[src/rtl/wt_dcache_inval_seq_pkg.sv]
// wt_dcache_inval_seq_pkg: shared types for the dcache invalidation sequencer
//   DCACHE_* geometry constants, dcache_inv_req_t queue entry {idx, way},
//   inv_state_e FSM encoding, is_onehot way-mask check.
package wt_dcache_inval_seq_pkg;
  localparam int unsigned DCACHE_NUM_WORDS = 256;
  localparam int unsigned DCACHE_SET_ASSOC = 8;
  localparam int unsigned DCACHE_CL_IDX_WIDTH = $clog2(DCACHE_NUM_WORDS);
  typedef struct packed {
    logic [DCACHE_CL_IDX_WIDTH-1:0] idx;
    logic [DCACHE_SET_ASSOC-1:0]    way;
  } dcache_inv_req_t;
  typedef enum logic [1:0] {IDLE, FLUSH, INV} inv_state_e;
  function automatic logic is_onehot(input logic [DCACHE_SET_ASSOC-1:0] v);
    return (v != '0) && ((v & (v - DCACHE_SET_ASSOC'(1))) == '0);
  endfunction
endpackage

[src/rtl/wt_dcache_inval_seq_fifo.sv]
// wt_dcache_inval_seq_fifo: single-line invalidation queue
//   clk_i/rst_i clock and sync reset, flush_i empties the queue,
//   push_i/data_i enqueue, pop_i dequeue, data_o head, next_o entry behind head,
//   full_o/empty_o/one_o occupancy flags (one_o: exactly one entry).
module wt_dcache_inval_seq_fifo #(
  parameter int unsigned Depth = 4,
  parameter type dtype_t = logic
) (
  input  logic   clk_i,
  input  logic   rst_i,
  input  logic   flush_i,
  input  logic   push_i,
  input  logic   pop_i,
  input  dtype_t data_i,
  output dtype_t data_o,
  output dtype_t next_o,
  output logic   full_o,
  output logic   empty_o,
  output logic   one_o
);
  localparam int unsigned AW = $clog2(Depth);
  dtype_t mem_q [Depth];
  logic [AW-1:0] rd_q, rd_d, wr_q, wr_d;
  logic [AW:0] cnt_q, cnt_d;
  always_comb begin
    rd_d = pop_i ? rd_q + AW'(1) : rd_q;
    wr_d = push_i ? wr_q + AW'(1) : wr_q;
    cnt_d = cnt_q + (AW+1)'(push_i) - (AW+1)'(pop_i);
  end
  always_ff @(posedge clk_i) begin
    if (rst_i || flush_i) begin
      rd_q <= '0;
      wr_q <= '0;
      cnt_q <= '0;
    end else begin
      rd_q <= rd_d;
      wr_q <= wr_d;
      cnt_q <= cnt_d;
    end
  end
  always_ff @(posedge clk_i) begin
    if (push_i) mem_q[wr_q] <= data_i;
  end
  assign data_o = mem_q[rd_q];
  assign next_o = mem_q[rd_q + AW'(1)];
  assign full_o = cnt_q[AW];
  assign empty_o = cnt_q == '0;
  assign one_o = cnt_q == (AW+1)'(1);
endmodule

[src/rtl/wt_dcache_inval_seq.sv]
// wt_dcache_inval_seq: clears dcache valid bits via the shared cacheline write port
//   flush_req_i/flush_ack_o full sweep request and completion pulse,
//   inv_vld_i/inv_rdy_o/inv_idx_i/inv_way_i queued single-line invalidations,
//   wr_cl_vld_o/wr_cl_gnt_i/wr_cl_we_o/wr_cl_idx_o/wr_vld_bits_o registered write port,
//   busy_o activity flag. WT_DCACHE_INIT_FLUSH_EN starts a sweep out of reset.
module wt_dcache_inval_seq
  import wt_dcache_inval_seq_pkg::*;
#(
  parameter int unsigned NumWords  = DCACHE_NUM_WORDS,
  parameter int unsigned SetAssoc  = DCACHE_SET_ASSOC,
  parameter int unsigned IdxWidth  = $clog2(NumWords),
  parameter int unsigned InvQDepth = 4
) (
  input  logic                clk_i,
  input  logic                rst_i,
  input  logic                flush_req_i,
  output logic                flush_ack_o,
  input  logic                inv_vld_i,
  output logic                inv_rdy_o,
  input  logic [IdxWidth-1:0] inv_idx_i,
  input  logic [SetAssoc-1:0] inv_way_i,
  output logic                wr_cl_vld_o,
  input  logic                wr_cl_gnt_i,
  output logic [SetAssoc-1:0] wr_cl_we_o,
  output logic [IdxWidth-1:0] wr_cl_idx_o,
  output logic [SetAssoc-1:0] wr_vld_bits_o,
  output logic                busy_o
);
  localparam logic [IdxWidth:0] LastCnt = (IdxWidth+1)'(NumWords - 1);
`ifdef WT_DCACHE_INIT_FLUSH_EN
  localparam logic PendRst = 1'b1;
`else
  localparam logic PendRst = 1'b0;
`endif
  inv_state_e state_q, state_d;
  logic [IdxWidth:0] cnt_q, cnt_d;
  logic pend_q, pend_d, ack_q, ack_d, vld_q, vld_d;
  logic [SetAssoc-1:0] we_q, we_d;
  logic [IdxWidth-1:0] idx_q, idx_d;
  dcache_inv_req_t req, head, nxt;
  logic full, empty, one, push, pop, last, stay;
  assign req = '{idx: inv_idx_i, way: inv_way_i};
  // malformed way masks are acked but never stored
  assign push = inv_vld_i && !full && is_onehot(inv_way_i);
  assign pop = (state_q == INV) && wr_cl_gnt_i;
  assign last = (state_q == FLUSH) && wr_cl_gnt_i && (cnt_q == LastCnt);
  // only continue in INV when the next entry is already stored
  assign stay = !one && !pend_q;
  wt_dcache_inval_seq_fifo #(
    .Depth  (InvQDepth),
    .dtype_t(dcache_inv_req_t)
  ) i_fifo (
    .clk_i  (clk_i),
    .rst_i  (rst_i),
    .flush_i(last),
    .push_i (push),
    .pop_i  (pop),
    .data_i (req),
    .data_o (head),
    .next_o (nxt),
    .full_o (full),
    .empty_o(empty),
    .one_o  (one)
  );
  always_comb begin
    state_d = state_q;
    cnt_d = cnt_q;
    vld_d = vld_q;
    we_d = we_q;
    idx_d = idx_q;
    ack_d = last;
    pend_d = !last && (pend_q || (flush_req_i && state_q != FLUSH));
    case (state_q)
      IDLE:
        if (pend_q) begin
          state_d = FLUSH;
          cnt_d = '0;
          vld_d = 1'b1;
          we_d = '1;
          idx_d = '0;
        end else if (!empty) begin
          state_d = INV;
          vld_d = 1'b1;
          we_d = head.way;
          idx_d = head.idx;
        end
      FLUSH:
        if (wr_cl_gnt_i) begin
          cnt_d = cnt_q + (IdxWidth+1)'(1);
          state_d = last ? IDLE : FLUSH;
          vld_d = !last;
          we_d = last ? '0 : '1;
          idx_d = last ? '0 : cnt_d[IdxWidth-1:0];
        end
      INV:
        if (wr_cl_gnt_i) begin
          state_d = stay ? INV : IDLE;
          vld_d = stay;
          we_d = stay ? nxt.way : '0;
          idx_d = stay ? nxt.idx : '0;
        end
      default: state_d = IDLE;
    endcase
  end
  always_ff @(posedge clk_i) begin
    if (rst_i) begin
      state_q <= IDLE;
      cnt_q <= '0;
      pend_q <= PendRst;
      ack_q <= 1'b0;
      vld_q <= 1'b0;
      we_q <= '0;
      idx_q <= '0;
    end else begin
      state_q <= state_d;
      cnt_q <= cnt_d;
      pend_q <= pend_d;
      ack_q <= ack_d;
      vld_q <= vld_d;
      we_q <= we_d;
      idx_q <= idx_d;
    end
  end
  assign flush_ack_o = ack_q;
  assign inv_rdy_o = !full;
  assign wr_cl_vld_o = vld_q;
  assign wr_cl_we_o = we_q;
  assign wr_cl_idx_o = idx_q;
  assign wr_vld_bits_o = '0;
  assign busy_o = (state_q != IDLE) || !empty || (PendRst && pend_q);
endmodule
[config.mk]
export PLATFORM = sky130hd
export DESIGN_NAME = wt_dcache_inval_seq
export DESIGN_NICKNAME = d
export VERILOG_FILES = /design/src/rtl/wt_dcache_inval_seq_pkg.sv /design/src/rtl/wt_dcache_inval_seq_fifo.sv /design/src/rtl/wt_dcache_inval_seq.sv
export SDC_FILE = /design/constraint.sdc
export NUM_CORES = 1
export LEC_CHECK = 0
export CORE_UTILIZATION = 35
export DETAILED_ROUTE_END_ITERATION = 8
export RECOVER_POWER = 100
export SKIP_CTS_REPAIR_TIMING = 1
export SLEW_MARGIN = 20
export SYNTH_ARGS = -nofsm -noshare
export SYNTH_HDL_FRONTEND = slang
export SYNTH_HIERARCHICAL = 1
export SYNTH_SLANG_ARGS = --single-unit
export TNS_END_PERCENT = 100
[constraint.sdc]
create_clock -name clk_i -period 6.05 [get_ports clk_i]
set_clock_uncertainty 0.1 [all_clocks]
set_input_delay 0.605 -clock clk_i [delete_from_list [all_inputs] [get_ports clk_i]]
set_output_delay 0.605 -clock clk_i [all_outputs]
set_load 0.005 [all_outputs]
Yosys cells after proc, flatten, opt, wreduce, memory -nomap -nowiden
Memory sizes are Yosys's and may differ from the RTL's. A register that Yosys moved wholly into a read port is not among the register bits.
Cells that the tools add are included.
{ "classes": {"n_addsub": 6, "n_eq_ne": 9, "muxes": 33, "bitwise_logic": 1, "reduce_logical": 27} }
{ "ops": {"columns": ["operator", "count"], "rows": [
  ["8-bit 2-to-1 mux", 12],
  ["8-bit one-hot mux with 3 select lines", 2],
  ["9-bit 2-to-1 mux", 2],
  ["9-bit one-hot mux with 2 select lines", 1],
  ["2-bit 2-to-1 mux", 7],
  ["9-bit by 1-bit adder with 9-bit output (second input constant)", 1],
  ["9-bit by 8-bit == test with 1-bit output (second input constant)", 1],
  ["1-bit logical AND", 9],
  ["8-bit AND", 1],
  ["8-bit zero test", 1],
  ["8-bit nonzero test", 1],
  ["8-bit by 1-bit subtractor with 8-bit output (second input constant)", 1],
  ["1-bit 2-to-1 mux", 7],
  ["2-bit inequality test (second input constant)", 3],
  ["2-bit one-hot mux with 3 select lines", 1],
  ["3-bit AND reduction", 2],
  ["1-bit zero test", 5],
  ["2-bit by 1-bit adder with 2-bit output (second input constant)", 2],
  ["4-bit AND reduction", 1],
  ["2-bit nonzero test", 2],
  ["3-bit by 1-bit adder with 3-bit output", 1],
  ["3-bit by 1-bit == test with 1-bit output (second input constant)", 1],
  ["3-bit zero test", 1],
  ["1-bit logical OR", 3],
  ["other kinds (8)", 8]
]} }
{ "word_totals": {"reg_bits": 37, "mem_bits_rw": 64, "in_bits": 21, "out_inout_bits": 28, "elab_cells": 87, "n_memories": 1} }
{ "mem_list": {"columns": ["name", "words", "width", "rd", "rd_ports_with_merged_regs", "write_ports", "line", "source"], "rows": [
  ["i_fifo.mem_q", 4, 16, 2, 1, 1, "wt_dcache_inval_seq_fifo.sv:22", "dtype_t mem_q [Depth];"]
]} }

Logic depth before layout (Yosys ltp)
{ "logic_depth": {"word_depth": 7, "ltp_mapped": 12, "ltp_nobuf": 12} }

By module
Netlist, hierarchy kept.
{ "by_module_without_submodules": {"columns": ["module", "n_inst", "cells_per_inst", "area_each_um2", "seq_area_each_um2"], "rows": [
  ["wt_dcache_inval_seq_fifo", 1, 148, 3225.6, 2102.0],
  ["wt_dcache_inval_seq", 1, 225, 1846.8, 600.6]
]} }

Worst setup path before layout
Ideal clock, no wire load.
{ "synth_path": {"kind": "input to register", "from": "input port inv_way_i[1]", "to": "register i_fifo.cnt_q[2]", "setup_time_ps": 124, "t_arrival_ps": 3288, "t_required_ps": 5826, "setup_slack_ps": 2538, "stages": 12, "path_buffers": 0, "path_cell_list": "or4_4 nor2_2 mux2i_1 a2111oi_1 inv_1 ha_1 inv_1 ha_1 inv_1 fa_1 xnor3_1 nor2_1"} }
{ "synth_between": {"elab_chain_cells": 7, "elab_cells_between_ends": 8, "classes_between": "add/sub: 3; bitwise: 1; reduce/logical: 4"} }
{ "synth_rtl": {"columns": ["element", "line", "source"], "rows": [
  ["start: declaration", "wt_dcache_inval_seq.sv:21", "input logic [SetAssoc-1:0] inv_way_i,"],
  ["8-bit by 1-bit subtractor with 8-bit output", "wt_dcache_inval_seq_pkg.sv:14", "return (v != '0) && ((v & (v - DCACHE_SET_ASSOC'(1))) == '0);"],
  ["8-bit AND", "wt_dcache_inval_seq_pkg.sv:14", null],
  ["8-bit zero test", "wt_dcache_inval_seq_pkg.sv:14", null],
  ["1-bit logical AND *", "wt_dcache_inval_seq_pkg.sv:14", null],
  ["1-bit logical AND *", "wt_dcache_inval_seq.sv:44", "assign push = inv_vld_i && !full && is_onehot(inv_way_i);"],
  ["named net push", "wt_dcache_inval_seq.sv:41", "logic full, empty, one, push, pop, last, stay;"],
  ["3-bit by 1-bit adder with 3-bit output *", "wt_dcache_inval_seq_fifo.sv:28", "cnt_d = cnt_q + (AW+1)'(push_i) - (AW+1)'(pop_i);"],
  ["3-bit by 1-bit subtractor with 3-bit output *", "wt_dcache_inval_seq_fifo.sv:28", null],
  ["end signal: assignment", "wt_dcache_inval_seq_fifo.sv:38", "cnt_q <= cnt_d;"],
  ["end: declaration", "wt_dcache_inval_seq_fifo.sv:24", "logic [AW:0] cnt_q, cnt_d;"]
]} }
The timed path passes the listed nets; every way through them passes the cells marked *.
A chain may end at the register's enable or synchronous reset.

Final worst setup path
{ "layout_path": {"from": "input port inv_way_i[1]", "to": "memory i_fifo/mem_q[0][0] (netlist bit), enable pin"} }
{ "layout_between": {"elab_chain_cells": 7, "elab_cells_between_ends": 8, "classes_between": "add/sub: 1; mux: 2; bitwise: 1; reduce/logical: 4"} }
{ "layout_rtl": {"columns": ["element", "line", "source"], "rows": [
  ["8-bit by 1-bit subtractor with 8-bit output", "wt_dcache_inval_seq_pkg.sv:14", null],
  ["8-bit AND", "wt_dcache_inval_seq_pkg.sv:14", null],
  ["8-bit zero test", "wt_dcache_inval_seq_pkg.sv:14", null],
  ["1-bit logical AND *", "wt_dcache_inval_seq_pkg.sv:14", null],
  ["1-bit logical AND *", "wt_dcache_inval_seq.sv:44", null],
  ["named net push", "wt_dcache_inval_seq.sv:41", null],
  ["1-bit 2-to-1 mux *", "wt_dcache_inval_seq_fifo.sv:42", "if (push_i) mem_q[wr_q] <= data_i;"],
  ["1-bit 2-to-1 mux (implied by the code) *", "wt_dcache_inval_seq_fifo.sv:42", null],
  ["end: declaration", "wt_dcache_inval_seq_fifo.sv:22", null]
]} }
Marks and branches as above.

==> flow_metrics.env <==
export IMPL_globalRouteOverflowTotal=0
export IMPL_cts_root_buffer="clkbuf_16"
export IMPL_synth_cell_types=62
export IMPL_fin_total_pwr_mw=2.11
export IMPL_die_y_um=122
export IMPL_cts_tree="built"
export IMPL_nets=440
export IMPL_core_rowCount=43
export IMPL_place_hpwl_um=7040
export IMPL_drive_gt1_share_pct=9.73
export IMPL_grt_usage_pct=15.1
export IMPL_worst_setup_path_end_kind="register"
export IMPL_htreeDepth=3
export IMPL_grt_pass1_wl_um=16800
export IMPL_avgSynthCellArea_um2=13.6
export IMPL_initial_core_util_pct=36.3
export IMPL_relSlewSlack_pct=-28.7
export IMPL_synth_ff_type="edfxtp_1"
export IMPL_multi_input_area_um2=2130
export IMPL_setup_viol=0
export IMPL_clock_sinks=103
export IMPL_status="finished, violations left"
export IMPL_maxSlewViolCount=18
export IMPL_violations="max-capacitance violations, max-slew violations"
export IMPL_yosysSeqAreaShare_pct=53.3
export IMPL_fin_crit_ps=3990
export IMPL_syn_instance_count=373
export IMPL_fp_dieW_um=122
export IMPL_critPathArrivalTime_ps=3850
export IMPL_grt_pass1_vias=3124
export IMPL_cts_buffers=9
export IMPL_synthArstFlopShare_pct=0
export IMPL_worstPathRequired_ps=5910
export IMPL_ys_warn_count=6
export IMPL_antennaDiodeCount=0
export IMPL_maxCapViolCount=1
export IMPL_wl_um=10400
export IMPL_hold_worst_slack_ps=351
export IMPL_core_um2=14000
export IMPL_post_drt_wl_per_cell_um=17.5
export IMPL_antenna_found_initial=0
export IMPL_insertion_delay_ps=350
export IMPL_grt_util_met3_pct=3.44
export IMPL_leakagePower_nw=1.97
export IMPL_worst_path_max_fanout=16
export IMPL_start_kind="input port"
export IMPL_mappedNetlistArea_um2=5070
export IMPL_fin_crit_sh_pct=65.9
export IMPL_top_usage_layer="met2"
export IMPL_met2_usage_pct=24.5
export IMPL_synth_edff_count=64
export IMPL_grt_max_degree=32
export IMPL_ff_latch_area_um2=2700
export IMPL_first_pass_iters=4
export IMPL_vias=3109
export IMPL_worstHoldPathType="reg -> reg"
export IMPL_ys_ff_latch=103
export IMPL_p_per_area_nw_per_um2=363
export IMPL_ios=49
export IMPL_rsz0062_at_grt="no"
export IMPL_drc_errors=0
export IMPL_fin_setup_tns_ps=0
export IMPL_vdd_ir_drop_max_mv=0.209
export IMPL_fill_cells=1318
export IMPL_port_buffers=40
export IMPL_clkTransAtPathRegs_ps=70
export IMPL_worstMarginPinSlew_ps=1930
export IMPL_drtIter0Drc=262
export IMPL_worstSetupPathType="in -> reg"
export IMPL_die_area_um2=15000
export IMPL_use_met1_pct=19.8
export IMPL_drt_vias_per_instance=5.26
export IMPL_fmax_mhz=251
export IMPL_syn_to_final_growth_pct=14.7
export IMPL_place_congestion=0.775
export IMPL_final_hold_viol_count=0
export IMPL_cts_buffer_depth=2
export IMPL_drtAntennaViolNets=0
[area by class of cell]
cell class                 instances  share of cell area (%)
clock inverter                     5                    1.12
inverter                          11                   0.710
timing repair buffer              44                    7.33
tap                              180                    3.87
multi-input combinational        237                    36.5
sequential                       103                    46.4
clock buffer                      11                    4.00
[cell usage after synthesis, types with 3 or more instances]
| library cell | n | area (um^2) |
|---|---|---|
| o221ai_1 | 8 | 70.1 |
| a21oi_1 | 21 | 105 |
| mux2i_1 | 3 | 30.0 |
| nand2_1 | 21 | 78.8 |
| o21a_1 | 4 | 30.0 |
| buf_6 | 3 | 33.8 |
| a32oi_1 | 5 | 43.8 |
| nand3_1 | 3 | 15.0 |
| o21ai_0 | 10 | 50.1 |
| clkbuf_1 | 7 | 26.3 |
| mux4_2 | 17 | 383 |
| ha_1 | 12 | 150 |
| a311oi_1 | 4 | 35.0 |
| buf_4 | 10 | 75.1 |
| and2_1 | 17 | 106 |
| dfxtp_1 | 39 | 781 |
| mux4_1 | 15 | 394 |
| or2_2 | 3 | 18.8 |
| buf_2 | 6 | 30.0 |
| nor3_1 | 8 | 40.0 |
| xnor2_1 | 4 | 35.0 |
| nor2_1 | 27 | 101 |
| inv_1 | 11 | 41.3 |
| edfxtp_1 | 64 | 1920 |
[worst max-delay path, stage by stage]
cell,delay (ps)
dlygate4sd3_1,620
or4_1,570
nor2_1,140
mux2i_1,90
a2111oi_0,520
clkbuf_1,300
and2_0,1010
[cell families (layout without fill, tap and decap cells)]
group	Yosys count	count (layout)	share of synthesized area, %
mux	35	35	15.9
buf+inv	40	71	4.96
other cells	1	8	0.0739
simple gates	102	102	10.8
compound gates	72	72	10.1
flops	103	103	53.3
xor+xnor	6	6	1.31
fa+ha+maj	14	14	3.55
[layout by cell type (no fill, tap or decap), types with 4 or more instances in the layout]
| master | netlist | routed |
|---|---|---|
| a32oi_1 | 5 | 5 |
| o21ai_0 | 10 | 10 |
| nand2_1 | 21 | 21 |
| o221ai_1 | 8 | 8 |
| and2_1 | 17 | 5 |
| dfxtp_1 | 39 | 39 |
| conb_1 | 1 | 8 |
| edfxtp_1 | 64 | 64 |
| nor2_1 | 27 | 28 |
| and2_0 | 0 | 12 |
| xnor2_1 | 4 | 4 |
| dlygate4sd3_1 | 0 | 36 |
| clkbuf_16 | 0 | 9 |
| clkdlybuf4s50_1 | 0 | 4 |
| a311oi_1 | 4 | 4 |
| inv_1 | 11 | 11 |
| nor3_1 | 8 | 8 |
| ha_1 | 12 | 12 |
| a21oi_1 | 21 | 21 |
| o21a_1 | 4 | 4 |
| mux4_2 | 17 | 17 |
| mux4_1 | 15 | 15 |
[power breakdown]
part | total (mW) | leakage [nW] | internal [mW] | switching [mW]
sequential | 0.857 | 0.895 | 0.804 | 0.0536
clock | 0.585 | 0.145 | 0.326 | 0.260
combinational | 0.670 | 0.931 | 0.304 | 0.365
total | 2.11 | 1.97 | 1.43 | 0.678
[routing by layer]
metal  up-vias  wire length, um
met1      1543             4920
met5         -                0
li1       1493                -
met3         8              361
met4         0               96
met2        65             4990
[metrics by stage]
stage	utilization [%]	area (um^2)	worst slack, ps	std cells
final	41.6	5820	2060	591
after global routing	41.6	5820	1850	591
after CTS	41.8	5840	2440	591
after detailed placement	39.6	5540	2090	575
after global placement	39.6	5540	2170	575
after floorplan	-	5100	2540	380
[sequential cells by signal, indices dropped and copies added (netlist names), named ones only]
name / flops
flush_ack_o: 1
i_fifo/cnt_q: 3
wr_cl_vld_o: 1
i_fifo/mem_q: 64
pend_q: 1
cnt_q: 9
wr_cl_we_o: 8
wr_cl_idx_o: 8
i_fifo/wr_q: 2
state_q: 2
i_fifo/rd_q: 2
[worst paths after layout]
kind / startpoint / endpoint / slack, ps / depth (start not counted)
max reg2reg: state_q[0] / wr_cl_idx_o[5] / 2890 / 5
min: cnt_q[8] / cnt_q[8] / 350 / 2
max: inv_way_i[1] / i_fifo/mem_q[0][0] / 2060 / 7
min reg2reg: cnt_q[8] / cnt_q[8] / 350 / 2
Power figures use the tool's default switching activity.
